===== src/rtl/sdram_arb_pkg.sv =====
// Shared definitions for the three-way SDRAM access arbiter: FSM states,
// GRANT codes, rotation pointer values and the timeout read-data pattern.
package sdram_arb_pkg;

  typedef enum logic [1:0] {
    ST_IDLE  = 2'd0,
    ST_ISSUE = 2'd1,
    ST_DONE  = 2'd2
  } state_t;

  localparam logic [1:0] GNT_NONE = 2'd0;
  localparam logic [1:0] GNT_DISP = 2'd1;
  localparam logic [1:0] GNT_CAP  = 2'd2;
  localparam logic [1:0] GNT_MCS  = 2'd3;

  // Rotation pointer names the requester that currently has top priority.
  localparam logic [1:0] PTR_DISP = 2'd0;
  localparam logic [1:0] PTR_CAP  = 2'd1;
  localparam logic [1:0] PTR_MCS  = 2'd2;

  localparam logic [31:0] DEADBEEF = 32'hDEAD_BEEF;

  // Map a grant code to the one-hot ACK vector {mcs, cap, disp}.
  function automatic logic [2:0] gnt_to_ack(input logic [1:0] gnt);
    logic [2:0] ack;
    case (gnt)
      GNT_DISP: ack = 3'b001;
      GNT_CAP:  ack = 3'b010;
      GNT_MCS:  ack = 3'b100;
      default:  ack = 3'b000;
    endcase
    return ack;
  endfunction

endpackage


===== src/rtl/sdram_arb_rr.sv =====
// Combinational rotating-priority picker for display, capture and MCS with an
// urgent override that forces the display to win whenever it is requesting.
module sdram_arb_rr
  import sdram_arb_pkg::*;
(
  input  logic [2:0] req,     // {mcs, cap, disp}
  input  logic       urgent,
  input  logic [1:0] ptr,
  output logic [2:0] win      // one-hot {mcs, cap, disp}
);

  // Winner selection: urgent display first, then round-robin from ptr.
  always_comb begin
    win = 3'b000;
    if (req[0] && urgent) begin
      win = 3'b001;
    end else begin
      case (ptr)
        PTR_CAP: begin
          if (req[1]) begin
            win = 3'b010;
          end else if (req[2]) begin
            win = 3'b100;
          end else if (req[0]) begin
            win = 3'b001;
          end else begin
            win = 3'b000;
          end
        end
        PTR_MCS: begin
          if (req[2]) begin
            win = 3'b100;
          end else if (req[0]) begin
            win = 3'b001;
          end else if (req[1]) begin
            win = 3'b010;
          end else begin
            win = 3'b000;
          end
        end
        default: begin
          if (req[0]) begin
            win = 3'b001;
          end else if (req[1]) begin
            win = 3'b010;
          end else if (req[2]) begin
            win = 3'b100;
          end else begin
            win = 3'b000;
          end
        end
      endcase
    end
  end

endmodule


===== src/rtl/sdram_arbiter.sv =====
// Three-way arbiter sharing one SDRAM port between display, capture and MCS.
// Optional ISSUE watchdog enabled by defining SDRAM_ARB_TIMEOUT_EN.
module sdram_arbiter
  import sdram_arb_pkg::*;
#(
  parameter int ADDR_W  = 21,
  parameter int TIMEOUT = 1023
) (
  input  logic              CLK,
  input  logic              RST,
  input  logic              DISP_REQ,
  input  logic              DISP_URGENT,
  input  logic [ADDR_W-1:0] DISP_ADDR,
  output logic              DISP_ACK,
  output logic [31:0]       DISP_RDATA,
  input  logic              CAP_REQ,
  input  logic [ADDR_W-1:0] CAP_ADDR,
  input  logic [31:0]       CAP_WDATA,
  output logic              CAP_ACK,
  input  logic              MCS_REQ,
  input  logic              MCS_WE,
  input  logic [ADDR_W-1:0] MCS_ADDR,
  input  logic [31:0]       MCS_WDATA,
  input  logic [3:0]        MCS_BE,
  output logic              MCS_ACK,
  output logic [31:0]       MCS_RDATA,
  output logic              MEM_REQ,
  output logic              MEM_WR,
  output logic [ADDR_W-1:0] MEM_ADDR,
  output logic [31:0]       MEM_WDATA,
  output logic [3:0]        MEM_BE,
  input  logic              MEM_ACK,
  input  logic [31:0]       MEM_RDATA,
  output logic [1:0]        GRANT,
  output logic              ERR
);

  state_t              state_q, state_d;
  logic [1:0]          gnt_q, gnt_d;
  logic [1:0]          ptr_q, ptr_d;
  logic                mem_req_q, mem_req_d;
  logic                mem_wr_q, mem_wr_d;
  logic [ADDR_W-1:0]   mem_addr_q, mem_addr_d;
  logic [31:0]         mem_wdata_q, mem_wdata_d;
  logic [3:0]          mem_be_q, mem_be_d;
  logic [31:0]         rdata_q, rdata_d;
  logic [2:0]          ack_q, ack_d;
  logic [2:0]          req_s;
  logic [2:0]          win_s;

`ifdef SDRAM_ARB_TIMEOUT_EN
  localparam int TMO_W = $clog2(TIMEOUT + 1);
  localparam logic [TMO_W-1:0] TMO_LAST = TMO_W'(TIMEOUT - 1);
  localparam logic [TMO_W-1:0] TMO_ONE  = TMO_W'(1);
  localparam logic [TMO_W-1:0] TMO_ZERO = TMO_W'(0);

  logic [TMO_W-1:0]    cnt_q, cnt_d;
  logic                err_q, err_d;
`endif

  assign req_s = {MCS_REQ, CAP_REQ, DISP_REQ};

  sdram_arb_rr u_rr (
    .req    (req_s),
    .urgent (DISP_URGENT),
    .ptr    (ptr_q),
    .win    (win_s)
  );

  // Next-state and latched transaction fields.
  always_comb begin
    state_d     = state_q;
    gnt_d       = gnt_q;
    ptr_d       = ptr_q;
    mem_req_d   = mem_req_q;
    mem_wr_d    = mem_wr_q;
    mem_addr_d  = mem_addr_q;
    mem_wdata_d = mem_wdata_q;
    mem_be_d    = mem_be_q;
    rdata_d     = rdata_q;
    ack_d       = 3'b000;
`ifdef SDRAM_ARB_TIMEOUT_EN
    cnt_d       = cnt_q;
    err_d       = err_q;
`endif
    case (state_q)
      ST_IDLE: begin
        if (win_s != 3'b000) begin
          state_d   = ST_ISSUE;
          mem_req_d = 1'b1;
`ifdef SDRAM_ARB_TIMEOUT_EN
          cnt_d     = TMO_ZERO;
`endif
          // The pointer moves past the winner, urgent grants included.
          case (win_s)
            3'b001: begin
              gnt_d       = GNT_DISP;
              ptr_d       = PTR_CAP;
              mem_wr_d    = 1'b0;
              mem_addr_d  = DISP_ADDR;
              mem_wdata_d = 32'h0000_0000;
              mem_be_d    = 4'hF;
            end
            3'b010: begin
              gnt_d       = GNT_CAP;
              ptr_d       = PTR_MCS;
              mem_wr_d    = 1'b1;
              mem_addr_d  = CAP_ADDR;
              mem_wdata_d = CAP_WDATA;
              mem_be_d    = 4'hF;
            end
            default: begin
              gnt_d       = GNT_MCS;
              ptr_d       = PTR_DISP;
              mem_wr_d    = MCS_WE;
              mem_addr_d  = MCS_ADDR;
              mem_wdata_d = MCS_WDATA;
              mem_be_d    = MCS_BE;
            end
          endcase
        end else begin
          state_d = ST_IDLE;
        end
      end
      ST_ISSUE: begin
        if (MEM_ACK) begin
          state_d   = ST_DONE;
          mem_req_d = 1'b0;
          rdata_d   = MEM_RDATA;
          ack_d     = gnt_to_ack(gnt_q);
`ifdef SDRAM_ARB_TIMEOUT_EN
        end else if (cnt_q == TMO_LAST) begin
          state_d   = ST_DONE;
          mem_req_d = 1'b0;
          rdata_d   = DEADBEEF;
          err_d     = 1'b1;
          ack_d     = gnt_to_ack(gnt_q);
        end else begin
          cnt_d = cnt_q + TMO_ONE;
        end
`else
        end else begin
          state_d = ST_ISSUE;
        end
`endif
      end
      ST_DONE: begin
        state_d = ST_IDLE;
        gnt_d   = GNT_NONE;
      end
      default: begin
        state_d   = ST_IDLE;
        gnt_d     = GNT_NONE;
        mem_req_d = 1'b0;
      end
    endcase
  end

  // State, pointer and output registers; reset abandons any transaction.
  always_ff @(posedge CLK or posedge RST) begin
    if (RST) begin
      state_q     <= ST_IDLE;
      gnt_q       <= GNT_NONE;
      ptr_q       <= PTR_DISP;
      mem_req_q   <= 1'b0;
      mem_wr_q    <= 1'b0;
      mem_addr_q  <= {ADDR_W{1'b0}};
      mem_wdata_q <= 32'h0000_0000;
      mem_be_q    <= 4'h0;
      rdata_q     <= 32'h0000_0000;
      ack_q       <= 3'b000;
`ifdef SDRAM_ARB_TIMEOUT_EN
      cnt_q       <= TMO_ZERO;
      err_q       <= 1'b0;
`endif
    end else begin
      state_q     <= state_d;
      gnt_q       <= gnt_d;
      ptr_q       <= ptr_d;
      mem_req_q   <= mem_req_d;
      mem_wr_q    <= mem_wr_d;
      mem_addr_q  <= mem_addr_d;
      mem_wdata_q <= mem_wdata_d;
      mem_be_q    <= mem_be_d;
      rdata_q     <= rdata_d;
      ack_q       <= ack_d;
`ifdef SDRAM_ARB_TIMEOUT_EN
      cnt_q       <= cnt_d;
      err_q       <= err_d;
`endif
    end
  end

  assign MEM_REQ    = mem_req_q;
  assign MEM_WR     = mem_wr_q;
  assign MEM_ADDR   = mem_addr_q;
  assign MEM_WDATA  = mem_wdata_q;
  assign MEM_BE     = mem_be_q;
  assign GRANT      = gnt_q;
  assign DISP_ACK   = ack_q[0];
  assign CAP_ACK    = ack_q[1];
  assign MCS_ACK    = ack_q[2];
  assign DISP_RDATA = rdata_q;
  assign MCS_RDATA  = rdata_q;
`ifdef SDRAM_ARB_TIMEOUT_EN
  assign ERR        = err_q;
`else
  assign ERR        = 1'b0;
`endif

endmodule


===== config.mk =====
export PLATFORM = sky130hd
export DESIGN_NAME = sdram_arbiter
export DESIGN_NICKNAME = d
export VERILOG_FILES = /design/src/rtl/sdram_arb_pkg.sv /design/src/rtl/sdram_arb_rr.sv /design/src/rtl/sdram_arbiter.sv
export SDC_FILE = /design/constraint.sdc
export NUM_CORES = 1
export LEC_CHECK = 0
export ABC_AREA = 1
export CAP_MARGIN = 20
export CELL_PAD_IN_SITES_DETAIL_PLACEMENT = 0
export CELL_PAD_IN_SITES_GLOBAL_PLACEMENT = 1
export CORE_MARGIN = 2
export CORE_UTILIZATION = 26
export CTS_CLUSTER_DIAMETER = 30
export DETAILED_ROUTE_END_ITERATION = 16
export PLACE_DENSITY_LB_ADDON = 0.1
export SLEW_MARGIN = 20
export SYNTH_ARGS = -nofsm -noshare
export SYNTH_HDL_FRONTEND = slang
export SYNTH_SLANG_ARGS = --single-unit

===== constraint.sdc =====
create_clock -name CLK -period 5.1 [get_ports CLK]
set_input_delay 1.53 -clock CLK [delete_from_list [all_inputs] [get_ports CLK]]
set_output_delay 1.53 -clock CLK [all_outputs]
set_load 0.05 [all_outputs]

Yosys cells after proc, flatten, opt, wreduce, memory -nomap -nowiden

Cells that the tools add are included.

Register bits: 100
Input bits: 171
Output and inout bits: 129
Word-level logic and storage cells: 59

Equal/unequal tests: 11
Multiplexer cells: 28
Bitwise operators: 2
Reduce and logical (&&, ||, !) cells: 8

Operators with widths:

| kind                                                            | number |
|---|---|
| 32-bit one-hot mux with 2 select lines                          | 1 |
| 21-bit one-hot mux with 2 select lines                          | 1 |
| 3-bit 2-to-1 mux                                                | 10 |
| 2-bit one-hot mux with 2 select lines                           | 4 |
| 3-bit one-hot mux with 3 select lines                           | 1 |
| 2-bit == test, second input constant                            | 4 |
| 2-bit by 1-bit == test with 1-bit output, second input constant | 3 |
| 2-bit 2-to-1 mux                                                | 3 |
| 3-bit one-hot mux with 2 select lines                           | 1 |
| 2-bit AND reduction                                             | 3 |
| 1-bit 2-to-1 mux                                                | 4 |
| 4-bit 2-to-1 mux                                                | 1 |
| 2-bit != test, second input constant                            | 2 |
| 3-bit by 1-bit == test with 1-bit output, second input constant | 1 |
| 3-bit by 2-bit == test with 1-bit output, second input constant | 1 |
| 1-bit one-hot mux with 3 select lines                           | 1 |
| 3-bit AND reduction                                             | 1 |
| 3-bit nonzero test                                              | 1 |
| 2-bit logical NOT                                               | 1 |
| 1-bit NOT                                                       | 2 |
| 1-bit one-hot mux with 2 select lines                           | 1 |
| 2-bit OR reduction                                              | 1 |
| 1-bit logical AND                                               | 1 |

Longest topological paths before layout

Gate-level depths: netlist of run 1.

Depth in word-level cells: 9
Gate-level depth with buffers: 14
Depth with buffers taken out: 13

Cells and area by module

A second synthesis of run 1 with hierarchy kept.

Cells, all modules: 692
Area total of the unflattened synthesis: 5162.5 µm²

Modules (own cells, without submodules):

| module        | instances | cells an instance | area an instance (µm²) | sequential area each (µm²) |
|---|---|---|---|---|
| sdram_arbiter | 1         | 665               | 5021.1                 | 2502.4 |
| sdram_arb_rr  | 1         | 27                | 141.4                  | 0.0 |

Worst setup path before layout of run 1

OpenSTA, ideal clock, no wires.

Path kind: input -> register
From: in CAP_REQ
To: reg mem_wr_q, in the netlist MEM_WR
Setup time: 0.122 ns
Arrival: 2.583 ns
Required time: 4.978 ns
Slack: 2.395 ns
Cell stages on the path: 13
Buffers on the path: 1
Path through: inv_1 nand2_1 nand2_1 nand2_1 nand2_1 nand2_1 nand3_2 nand2_4 inv_2 buf_2 nand2_2 o21ai_1 nand2_1

Cells in the longest elaborated chain, start to end: 7
Elaborated cells on any way between the ends: 13
Classes of those cells: eq/ne (2); mux (9); reduce/logical (2)

Ends and longest elaborated chain:

| item                                                                         | line                 | RTL |
|---|---|---|
| start, declared                                                              | sdram_arbiter.sv:16  | `input logic CAP_REQ,` |
| 2-bit 2-to-1 mux                                                             | sdram_arb_rr.sv:35   | `end else if (req[1]) begin` |
| 3-bit 2-to-1 mux                                                             | sdram_arb_rr.sv:33   | `end else if (req[0]) begin` |
| 3-bit 2-to-1 mux                                                             | sdram_arb_rr.sv:31   | `if (req[2]) begin` |
| 3-bit one-hot mux with 2 select lines *                                      | sdram_arb_rr.sv:18   | `case (ptr)` |
| 3-bit 2-to-1 mux *                                                           | sdram_arb_rr.sv:15   | `if (req[0] && urgent) begin` |
| 3-bit by 2-bit == test with 1-bit output (tied with other cells)             | sdram_arbiter.sv:95  | `case (win_s)` |
| 1-bit one-hot mux with 2 select lines or 2-bit AND reduction (tied branches) | n/a                  |  |
| end signal, assigned                                                         | sdram_arbiter.sv:181 | `mem_wr_q <= mem_wr_d;` |
| end, declared                                                                | sdram_arbiter.sv:42  | `logic mem_wr_q, mem_wr_d;` |

Mark *: on every way between the ends. The rest lies on a longest branch, timed or not.
A chain may end at the register's enable or synchronous reset.

Worst setup path after layout of run 1

From: in DISP_REQ
To: reg mem_addr_q[14], in the netlist MEM_ADDR[14]

Cells in the longest elaborated chain, start to end: 7
Elaborated cells on any way between the ends: 14
Classes of those cells: eq/ne (2); mux (9); reduce/logical (3)

Ends and longest elaborated chain:

| item                                                                          | line                 | RTL |
|---|---|---|
| start, declared                                                               | sdram_arbiter.sv:11  | `input logic DISP_REQ,` |
| 1-bit 2-to-1 mux                                                              | sdram_arb_rr.sv:24   | `end else if (req[0]) begin` |
| 3-bit 2-to-1 mux                                                              | sdram_arb_rr.sv:22   | `end else if (req[2]) begin` |
| 3-bit 2-to-1 mux                                                              | sdram_arb_rr.sv:20   | `if (req[1]) begin` |
| 3-bit one-hot mux with 2 select lines                                         | sdram_arb_rr.sv:18   |  |
| 3-bit 2-to-1 mux *                                                            | sdram_arb_rr.sv:15   |  |
| 3-bit by 2-bit == test with 1-bit output (tied with other cells)              | sdram_arbiter.sv:95  |  |
| 21-bit one-hot mux with 2 select lines or 2-bit AND reduction (tied branches) | n/a                  |  |
| end signal, assigned                                                          | sdram_arbiter.sv:167 | `mem_addr_q <= {ADDR_W{1'b0}};` |
| end signal, assigned                                                          | sdram_arbiter.sv:182 | `mem_addr_q <= mem_addr_d;` |
| end, declared                                                                 | sdram_arbiter.sv:43  | `logic [ADDR_W-1:0] mem_addr_q, mem_addr_d;` |

Marked as above.

==> qor.yml, run 1 <==
whs_ns: 0.474
tightestPinTransition_ns: 0.960
antenna_found_initial: 0
p_per_area_nw_per_um2: 758
yosysTopAreaCellShare_pct: 48.3
critPathTopFamily: "buffers and inverters"
leakage_nw: 3.93
postRouteAntennaNets: 0
synth_area_leader_cell: "dfrtp_1"
insertion_delay_ns: 0.35
placedCellCount: 1187
syn_nets: 860
drc: 0
worstSetupEndpointType: "flip-flop"
syn-cell-area_um2: 5180
netlist_instances: 687
start_util_pct: 26.5
vias_per_cell: 4.39
clk_pin_slew_ns: 0.08
yosysMostFrequentCell: "nand2_1"
synth_seq_cells: 100
finalSetupViolCount: 0
h-tree-depth: 3
yosysWarnings: 0
ys_types: 26
coreArea_um2: 19500
vias: 5279
fp-row-count: 51
synth.area.top_cells: "dfrtp_1 (48%), nand2_1 (15%), nor2_1 (7.4%)"
drv_slew: 0
outcome: "complete, no violations"
crit_buf_inv: 3
fmax_mhz: 267
synth_area_per_cell_um2: 7.54
grt_max_degree: 67
cp_slowest_stage_delay_ns: 0.55
cts_tree: "yes"
crit_type: "input pin to flip-flop"
cp_slowest_cell: "clkdlybuf4s50_1"
synthFlopType: "dfrtp_1"
fp.dieW_um: 145
min_path_type: "flip-flop to flip-flop"
grt_pass1_vias: 5391
avgRoutedWirePerCell_um: 15.1
yosysSeqAreaShare_pct: 48.3
clockRootBuffer: "clkbuf_16"
clock_tree.buffer_depth: 2
routed_wl_mm: 18.2
fin_nets: 1106
dpl.hpwl_mm: 13.1
synth-edff-count: 0
hold_violations: 0
syn2layout_area_growth_pct: 63.0
grt_usage_pct: 17.2
drt_iter0_drc: 243
ys_async_sr_fraction_pct: 100
fp.dieH_um: 145
gpl.final_weighted_congestion: 0.768
ioPinCount: 300
cts_setup_buffers: 0
fin_crit_ns: 3.75
crit_path_cell_trace: "clkdlybuf4s50_1 > nor2_1 > nor2_1 > nor2_2 > buf_4 > nand3_4 > buf_4 > nand3_1 > nand3_1 > nand2_1 > nand2_1"
cp.arrival_ns: 3.98
fin_crit_sh_pct: 73.5
synth_common_cells: "nand2_1 (206), nor2_1 (102), dfrtp_1 (100)"
critical_path_required_ns: 5.33
io_buffers: 298
setup-tns-final_ns: 0
skew_ns: 0.0111
cts_resized: 0
fin_cells: 1203
rsz0062_at_grt: "no"
cts_buffers: 9
grt_pass1_wl_mm: 29.2
drive_gt1_share_pct: 4.16
maxCapViolCount: 0
relSlewSlack_pct: 35.6
path_max_fanout: 38
start_kind: "input pin"
ctsHoldBuffers: 0
die_area_um2: 21100
vdd_drop_max_v: 0.000429
cts_sinks: 100
diodes: 0
drtPass1Iterations: 5
gr-total-overflow: 0
==> layout by cell type, fill, tap and decap left out, drive strengths merged <==
cell,Yosys,layout
clkdlybuf4s50,0,298
o21a,1,1
ha,2,2
conb,1,1
dfrtp,100,100
buf,58,10
clkbuf,15,9
a21oi,35,35
bufinv,0,1
nor2,104,104
o21bai,1,1
nand2,209,209
nor3,3,3
o22ai,1,1
clkinv,1,5
o21ai,8,8
inv,49,51
nand3,78,78
nand4,21,21
==> final timing paths <==
kind                            startpoint      endpoint  slack [ns]  cells past startpoint
max in group asynchronous              RST   MEM_ADDR[4]        2.55                      3
worst max register to register    ptr_q[1]  MEM_ADDR[14]        2.39                     13
worst min-delay path              GRANT[1]      ack_q[0]        0.47                      1
min in group asynchronous              RST  MEM_WDATA[5]        1.73                      2
worst min register to register    GRANT[1]      ack_q[0]        0.47                      1
worst max-delay path              DISP_REQ  MEM_ADDR[14]        1.35                     11
==> area by class of cell <==
class	instances	area, µm²
fillers	1965	11100
repair buffers	308	3060
flip-flops and latches	100	2500
multi-input cells	464	2040
well taps	265	332
clock buffers	9	225
inverters	50	191
clock inverters	7	92.6
==> stage by stage <==
stage	total power, mW	utilization [%]	setup slack [ns]	instance area, µm²
after CTS	6.48	43.2	1.35	8440
after detailed placement	5.72	41.6	0.996	8120
after global placement	5.67	41.6	1.06	8120
after floorplan	4.42	-	0.951	5180
final	6.40	43.2	1.35	8440
after global routing	6.78	43.2	1.11	8440
==> per-layer routing <==
layer	vias to the layer above	part of all wire, %	track usage, %
met3	17	6.7	4.34
met4	0	1.4	5.44
met1	2446	42	20.9
met5	-	0	0
li1	2624	-	-
met2	192	50	29.9
==> registers in the layout, indices dropped and copies added (netlist names) <==
register and count:
ack_q 3, MEM_BE 4, MEM_REQ 1, ptr_q 2, MEM_ADDR 21, state_q 2
MEM_WR 1, GRANT 2, DISP_RDATA 32, MEM_WDATA 32
==> power by group <==
group	switching [mW]	internal, mW
clock network	0.343	0.394
registers	0.250	1.19
logic	2.89	1.34
total	3.48	2.92
==> kinds of logic (layout without fill, tap and decap cells) <==
kind of cell | count (synthesis) | after routing | synth area share, %
and+or+nand+nor | 415 | 415 | 33.8
buffers and inverters | 123 | 374 | 12.5
DFF | 100 | 100 | 48.3
AOI/OAI and AO/OA | 46 | 46 | 4.78
adders and majority gates | 2 | 2 | 0.483
other | 1 | 1 | 0.0724
(Power assumes the default switching activity.)
==> run 2: changes to the inputs <==
--- a/config.mk
+++ b/config.mk
@@ -10,7 +10,7 @@
 export CELL_PAD_IN_SITES_DETAIL_PLACEMENT = 0
 export CELL_PAD_IN_SITES_GLOBAL_PLACEMENT = 1
 export CORE_MARGIN = 2
-export CORE_UTILIZATION = 26
+export CORE_UTILIZATION = 23
 export CTS_CLUSTER_DIAMETER = 30
 export DETAILED_ROUTE_END_ITERATION = 16
 export PLACE_DENSITY_LB_ADDON = 0.1
==> constraint.sdc (replaced) <==
create_clock -name CLK -period 3.4 [get_ports CLK]
set_input_delay 1.02 -clock CLK [delete_from_list [all_inputs] [get_ports CLK]]
set_output_delay 1.02 -clock CLK [all_outputs]
set_load 0.05 [all_outputs]
==> run 2 against run 1 <==
Net effect:
- clock power up 52%
- flip-flop and latch count unchanged
- critical path type unchanged
- global-route usage down 1.4 points
- via count down 1.7%
- cell area up 1.7%
- register-to-register slack worse by 1.2 ns
- worst hold slack better by 0.0074 ns
- worst setup slack worse by 0.68 ns
==> qor.yml, run 2 (synthesis results as in run 1) <==
outcome: "complete, no violations"
final_common_cell: "clkdlybuf4s50_1"
grt_max_degree: 63  # -6.0%
whs_ns: 0.481  # +0.00738 ns
clockRootBuffer: "clkbuf_16"
p_sw_share_pct: 54.2  # -0.24 points
ctsHoldBuffers: 0  # unchanged
drc: 0  # unchanged
fillers: 2262  # +15%
seqPwrFrac_pct: 22.1  # -0.3 points
postRouteAntennaNets: 0  # unchanged
setup-tns-final_ns: 0  # unchanged
dpl.hpwl_mm: 13.6  # +4.3%
syn2layout_area_growth_pct: 65.8
hold_violations: 0  # unchanged
coreArea_um2: 22000  # +12%
fin_nets: 1113  # +0.63%
vdd_drop_max_v: 0.000538  # +25%
vias: 5189  # -1.7%
grt_pass1_wl_mm: 29.6  # +1.4%
pwr-share-clk_pct: 11.5  # about the same
routed_wl_mm: 18.8  # +3.1%
path_max_fanout: 35  # -7.9%
diodes: 0  # unchanged
seqCellArea_um2: 2500  # unchanged
antenna_found_initial: 0  # unchanged
critical_path_required_ns: 3.69  # -1.64 ns
cts_resized: 0  # unchanged
fin_crit_ns: 2.73
min_path_type: "flip-flop to flip-flop"
skew_ns: 0.0126  # +0.00154 ns
final_cell_mix: "clkdlybuf4s50_1 (298), nand2_1 (206), nor2_1 (102)"
insertion_delay_ns: 0.36  # about the same
p_per_area_nw_per_um2: 1130  # +49%
drt_iter0_drc: 208  # -14%
clock_tree.buffer_depth: 2  # unchanged
cp.arrival_ns: 3.02  # -0.96 ns
drv_slew: 0  # unchanged
cts_tree: "yes"
tightestPinTransition_ns: 0.601  # -0.359 ns
avgRoutedWirePerCell_um: 15.3  # +1.2%
start_util_pct: 23.6  # -2.9 points
finalSetupViolCount: 0  # unchanged
h-tree-depth: 3  # unchanged
comb_power_share_pct: 66.4  # +0.4 points
cts_setup_buffers: 0  # unchanged
maxCapViolCount: 0  # unchanged
rsz0062_at_grt: "no"
die_area_um2: 23700  # +13%
fp.dieW_um: 154  # +6.1%
clk_pin_slew_ns: 0.08  # about the same
grt_usage_pct: 15.8  # -1.4 points
cts_buffers: 9  # unchanged
power_switching_mw: 5.26  # +51%
fin_crit_sh_pct: 80.4
fp.dieH_um: 154  # +6.1%
ioPinCount: 300  # unchanged
cts_sinks: 100  # unchanged
gpl.final_weighted_congestion: 0.742  # -3.4%
multiInputGateArea_um2: 2040  # unchanged
gr-total-overflow: 0  # unchanged
drtPass1Iterations: 4  # -1
leakage_nw: 3.99  # +1.5%
relSlewSlack_pct: 59.9  # +24 points
rr_endpoint: "MEM_WDATA[26]"
fmax_mhz: 366
worstSetupEndpointType: "flip-flop"
start_kind: "input pin"
timing.rr.start: "ptr_q[0]"
vias_per_cell: 4.24  # -3.5%
crit_type: "input pin to flip-flop"
worstSetupStartpoint: "DISP_REQ"
crit_end: "MEM_WDATA[26]"
fp-row-count: 54  # +5.9%
rrSetupSlack_ns: 1.16  # -1.23 ns
intPower_mw: 4.45  # +53%
grt_pass1_vias: 5308  # -1.5%
drive_gt1_share_pct: 4.87  # +0.71 points
io_buffers: 298  # unchanged
r2r_cells: 12  # -1
[run 2: layout make-up]
cell class,instances,share of cell area (%)
Tap cell,280,4.08
Sequential cell,100,29.2
Multi-Input combinational cell,464,23.7
Clock buffer,9,2.62
Clock inverter,7,1.06
Timing Repair Buffer,315,37.1
Inverter,50,2.23
[run 2: routing by layer]
metal	share of wire, %	track usage (%)	vias up
li1	-	-	2635
met1	45	20.1	2383
met2	47	26.2	155
met3	6.2	4.20	16
met4	1.6	4.85	0
met5	0	0	-
[run 2: worst min path at each step]
stage	startpoint	endpoint	slack, ns	cells past startpoint
finish	GRANT[1]	ack_q[0]	0.48	1
global route	MEM_ADDR[17]	MEM_ADDR[17]	0.50	2
CTS	MEM_ADDR[7]	MEM_ADDR[7]	0.48	2
detailed placement	MEM_ADDR[1]	MEM_ADDR[1]	0.47	2
global placement	MEM_ADDR[17]	MEM_ADDR[17]	0.46	2
floorplan	ptr_q[1]	ptr_q[1]	0.49	1
[run 2: worst max-delay path, stage by stage]
cell,delay [ns]
clkdlybuf4s50_1,0.54
nand2_1,0.13
nand2_1,0.09
o21bai_4,0.20
nand3_2,0.11
nand2_4,0.07
inv_2,0.39
buf_12,0.26
nor2_1,0.06
a21oi_1,0.12
[run 2: power groups by stage]
stage	clock (mW)	combinational, mW	sequential (mW)
after floorplan	0	2.62	4.01
final	1.12	6.45	2.14
after detailed placement	0	6.53	2.17
after global placement	0	6.54	2.17
after global routing	1.21	6.89	2.22
after CTS	1.16	6.54	2.15
[run 2: stage by stage]
stage | setup slack (ns) | instance area, µm² | total power [mW] | util (%) | cells
after CTS | 0.620 | 8580 | 9.85 | 39.1 | 1225
after detailed placement | 0.240 | 8270 | 8.70 | 37.6 | 1209
after global routing | 0.379 | 8580 | 10.3 | 39.1 | 1225
final | 0.668 | 8580 | 9.71 | 39.1 | 1225
after global placement | 0.244 | 8270 | 8.71 | 37.6 | 1209
after floorplan | 1.19 | 5180 | 6.64 | - | 687
